<file path="src/rtl/ttt_pkg.sv">
// Shared types and constants for the tic-tac-toe win detector:
// FSM states, scan result kinds and the eight line masks.
package ttt_pkg;

   localparam int NUM_CELLS = 9;
   localparam int NUM_LINES = 8;
   localparam logic [NUM_CELLS-1:0] FULL_BOARD = 9'h1FF;

   // Packed index l is line l: rows 0-2, columns 3-5, diagonals 6-7.
   localparam logic [NUM_LINES-1:0][NUM_CELLS-1:0] LINE_MASK = {
      9'h054, 9'h111, 9'h124, 9'h092, 9'h049, 9'h1C0, 9'h038, 9'h007
   };

   typedef enum logic [1:0] {PLAY, SCAN, PULSE, OVER} state_e;
   typedef enum logic [1:0] {RES_X, RES_O, RES_DRAW} res_e;

endpackage

</file>
<file path="src/rtl/ttt_line_check.sv">
// Combinational test of one board line against the X and O occupancy maps.
module ttt_line_check
   import ttt_pkg::*;
(
   input  logic [NUM_CELLS-1:0] mask,
   input  logic [NUM_CELLS-1:0] x,
   input  logic [NUM_CELLS-1:0] o,
   output logic                 hit_x,
   output logic                 hit_o
);

   assign hit_x = (x & mask) == mask;
   assign hit_o = (o & mask) == mask;

endmodule

</file>
<file path="src/rtl/ttt_win_detect.sv">
// Scans a snapshot of the board one line per cycle after each move and
// emits win/draw pulses, then locks the board until new_game.
module ttt_win_detect
   import ttt_pkg::*;
#(
   parameter int WIN_PULSE_LEN = 1
)(
   input  logic                 clk,
   input  logic                 reset,
   input  logic                 move_valid,
   input  logic                 new_game,
   input  logic [NUM_CELLS-1:0] board_x,
   input  logic [NUM_CELLS-1:0] board_o,
   output logic                 busy,
   output logic                 game_over,
   output logic                 win_x,
   output logic                 win_o,
   output logic                 draw,
   output logic [2:0]           win_line
);

   state_e               state, nxt;
   res_e                 res;
   logic [2:0]           idx;
   logic [1:0]           pcnt;
   logic [NUM_CELLS-1:0] snap_x, snap_o;
   logic [NUM_LINES-1:0] hx, ho;
   logic                 sel_x, sel_o, full, pulse_last;

   for (genvar l = 0; l < NUM_LINES; l++) begin : g_line
      ttt_line_check u_chk (
         .mask  (LINE_MASK[l]),
         .x     (snap_x),
         .o     (snap_o),
         .hit_x (hx[l]),
         .hit_o (ho[l])
      );
   end

   assign sel_x      = hx[idx];
   assign sel_o      = ho[idx];
   assign full       = (snap_x | snap_o) == FULL_BOARD;
   assign pulse_last = pcnt == 2'(WIN_PULSE_LEN - 1);

   always_comb begin
      nxt = state;
      case (state)
         PLAY:  if (move_valid) nxt = SCAN;
         SCAN: begin
            if (sel_x || sel_o)  nxt = PULSE;
            else if (idx == 3'd7) nxt = full ? PULSE : PLAY;
         end
         PULSE: if (pulse_last) nxt = OVER;
         OVER:  nxt = OVER;
         default: nxt = PLAY;
      endcase
      if (new_game) nxt = PLAY;
   end

   always_ff @(posedge clk or negedge reset) begin
      if (!reset) begin
         state    <= PLAY;
         res      <= RES_X;
         idx      <= '0;
         pcnt     <= '0;
         snap_x   <= '0;
         snap_o   <= '0;
         win_line <= '0;
      end else begin
         state <= nxt;
         if (new_game) begin
            idx      <= '0;
            pcnt     <= '0;
            win_line <= '0;
         end else begin
            case (state)
               PLAY: if (move_valid) begin
                  snap_x <= board_x;
                  snap_o <= board_o;
                  idx    <= '0;
               end
               SCAN: begin
                  idx  <= idx + 3'd1;
                  pcnt <= '0;
                  // X takes priority when an illegal board completes a line for both
                  if (sel_x || sel_o) begin
                     win_line <= idx;
                     res      <= sel_x ? RES_X : RES_O;
                  end else if (idx == 3'd7) begin
                     win_line <= '0;
                     res      <= RES_DRAW;
                  end
               end
               PULSE: pcnt <= pcnt + 2'd1;
               default: ;
            endcase
         end
      end
   end

   assign busy      = state == SCAN;
   assign game_over = (state == PULSE) || (state == OVER);
   assign win_x     = (state == PULSE) && (res == RES_X);
   assign win_o     = (state == PULSE) && (res == RES_O);
   assign draw      = (state == PULSE) && (res == RES_DRAW);

endmodule

</file>
<file path="config.mk">
export PLATFORM = sky130hd
export DESIGN_NAME = ttt_win_detect
export DESIGN_NICKNAME = d
export VERILOG_FILES = /design/src/rtl/ttt_pkg.sv /design/src/rtl/ttt_line_check.sv /design/src/rtl/ttt_win_detect.sv
export SDC_FILE = /design/constraint.sdc
export NUM_CORES = 1
export LEC_CHECK = 0
export ABC_AREA = 1
export BUFFER_PORTS_ARGS = -buffer_cell sky130_fd_sc_hd__buf_2
export CORE_ASPECT_RATIO = 0.9
export CORE_MARGIN = 2
export CORE_UTILIZATION = 59
export DETAILED_ROUTE_END_ITERATION = 10
export GPL_ROUTABILITY_DRIVEN = 0
export HOLD_SLACK_MARGIN = 0.1
export PLACE_DENSITY = 0.86
export SETUP_SLACK_MARGIN = 0.02
export SLEW_MARGIN = 20
export SYNTH_ARGS = -nofsm -noshare
export SYNTH_HDL_FRONTEND = slang
export SYNTH_SLANG_ARGS = --single-unit
</file>
<file path="constraint.sdc">
create_clock -name clk -period 3.5 [get_ports clk]
set_input_delay 0.35 -clock clk [delete_from_list [all_inputs] [get_ports clk]]
set_output_delay 0.35 -clock clk [all_outputs]
set_load 0.01 [all_outputs]
</file>
==> summary.md <==
| Metric | Value |
|---|---|
| Status | `complete, no violations` |
| WS Path Type | `reg2out` |
| Layout Area Growth over Synthesis | `13.0%` |
| Critical path capture point type | `output pin` |
| # nets final | `252` |
| Worst Max-Slew Pin Slew | `0.638 ns` |
| Post-synth EDFFs | `0` |
| IO buf count | `29` |
| CTS tree | `done` |
| Placed insts | `259` |
| Post-route ant nets | `0` |
| Total CTS buffers | `5` |
| Setup clock skew after layout | `0.00956 ns` |
| Area leader, netlist | `dfrtp_1` |
| Pre-CTS WS | `1.94 ns` |
| Core area | `2770 sq um` |
| Leakage | `1.03 nW` |
| Tot Pwr | `1.49 mW` |
| Grt ovf | `0` |
| DR iter-0 viols | `65` |
| Number of remaining DRC errors | `0` |
| Area post-placement | `1890 sq um` |
| Fillers | `240` |
| Initial antenna violation count | `0` |
| Max Clk Rate | `0.594 GHz` |
| Reg2reg setup slack | `1.93 ns` |
| Finished Layout Cells | `267` |
| Yosys top cell area share | `0.435` |
| CTS root buffer | `clkbuf_4` |
| Number of inserted diodes | `0` |
| Synthesized Nets | `218` |
| Final hold vios | `0` |
| Final instance area | `1950 sq um` |
| Pwr dens | `764 nW/um^2` |
| Vias | `1375` |
| Warnings from Yosys | `0` |
| Vias in the first global route | `1240` |
| CP max FO | `6` |
| First-pass GRT wire length | `5.33 mm` |
| Die Width | `61.0 um` |
| Minimum clock period | `1.68 ns` |
| CTS Sinks | `30` |
| Die height | `55.3 um` |
| Critical Path AT | `1.33 ns` |
| Largest net degree at the start of global routing | `31` |
| Row count | `18` |
| Die ar. | `3370 sq um` |
| Fraction of layout cells with a size suffix above 1 | `0.330` |
| Final setup margin | `1.82 ns` |
| # Post-CTS Setup Buffers | `0` |
| Skew-Pair Late Insertion Delay | `0.33 ns` |
| Wire per inst | `11.8 um` |
| Number of vias per cell | `5.15` |
| Rel. slew slack | `0.575` |
| Period utilization | `0.481` |
| CTS clk-pin slew, worst paths | `0.09 ns` |
| CTS resizes | `0` |
| Synthesized flop and latch total | `30` |
| Io pins | `30` |
| Final setup violation count | `0` |
| Cell with the most instances after synthesis | `nand2_1` |
| Crit path launch type | `flop` |
| Total track usage | `0.210` |
| Hold Slack | `0.246 ns` |
| TritonRoute pass-1 iters | `6` |
| Top_reg_cell synth | `dfrtp_1` |
| Max VDD drop | `453 uV` |
| Worst Hold Class | `in2reg` |
| Synth cell types | `28` |
| Maximum capacitance violations | `0` |
| Pins Over Slew Limit | `0` |
| Final Util | `0.704` |
| Mapped Avg Cell Area | `8.94 sq um` |
| RSZ-0062 raised after global routing | `false` |
| Dpl hpwl | `2.40 mm` |
| CTS Buffer Depth | `2` |
| Number of H-tree levels | `2` |
| Final WL | `3.14 mm` |
| Post-Synthesis Cells | `193` |
| CP Data Required Time | `3.15 ns` |
| Synth cell count leaders | `nand2_1 (54), dfrtp_1 (30), nor2_1 (18), nand3_1 (14), inv_1 (13)` |
| Multi-input gate area | `866 sq um` |
| Starting Density | `0.623` |
| Post-synthesis sequential area ratio | `0.435` |
| Area of the mapped netlist | `1730 sq um` |
| Async set-reset flop share out of synthesis | `1.00` |
| Synth top area cells | `dfrtp_1 (44%), nand2_1 (12%), mux2_4 (8.7%), mux2_2 (5.2%), nand3_1 (4.1%)` |
| Sequential cell area | `751 sq um` |
| Setup TNS | `0 ns` |
## final timing paths
path | start | to | cells after the start
worst min-delay path | board_o[8] | snap_o[8] | 2
min in group asynchronous | reset | snap_x[2] | 2
worst max register to register | idx[0] | res[0] | 12
worst max-delay path | state[1] | win_x | 5
worst min register to register | win_line[1] | win_line[1] | 2
max in group asynchronous | reset | pcnt[1] | 2
## power by group
group	leakage, nW	switching (mW)	internal (mW)
Combinational	0.626	0.315	0.319
Clock	0.0254	0.106	0.0755
Sequential	0.376	0.191	0.482
## logic make-up after synthesis
family / Yosys count / share of synthesized area
DFF: 30 / 0.435
and+or+nand+nor: 110 / 0.307
adders and majority gates: 3 / 0.0218
AOI/OAI and AO/OA: 9 / 0.0334
muxes: 18 / 0.139
buffers and inverters: 23 / 0.0631
## timing repair
action	4_1_cts	5_1_grt
setup endpoints to repair	0	0
endpoints found under the hold margin	30	0
hold buffers	1	0
## area by class of cell
class,instances,area share
Timing Repair Buffer,30,0.0796
Multi-Input combinational cell,140,0.444
Sequential cell,30,0.385
Clock buffer,7,0.0231
Tap cell,40,0.0257
Inverter,20,0.0424
## cells in the final DEF, fill, tap and decap left out, drive strengths merged
cell type	count
buf	29
ha	3
nand4	6
o21ai	5
nor3	2
nor2	20
o22ai	1
and2	1
clkbuf	7
clkinv	1
inv	19
mux2	18
nand2	58
dfrtp	30
a21oi	2
or2	3
dlygate4sd3	1
a22o	1
nand3	20
## worst max-delay path, stage by stage (launching register included)
cell,delay [ns]
dfrtp_1,0.44
inv_1,0.08
nor2_1,0.15
inv_2,0.08
nor3_1,0.12
buf_2,0.15
## flip-flops by register name, indices dropped and copies added (netlist names)
signal	cells
res	2
snap_x	9
snap_o	9
win_line	3
state	2
idx	3
pcnt	2
## per-layer routing
metal / global-route usage / vias up / part of all wire
met4: 0.0745 / 0 / 0.020
met2: 0.313 / 38 / 0.44
met3: 0.0562 / 9 / 0.051
met5: 0 / - / 0
li1: - / 698 / -
met1: 0.294 / 630 / 0.49
Note: power is estimated with default switching activity, not from simulation.
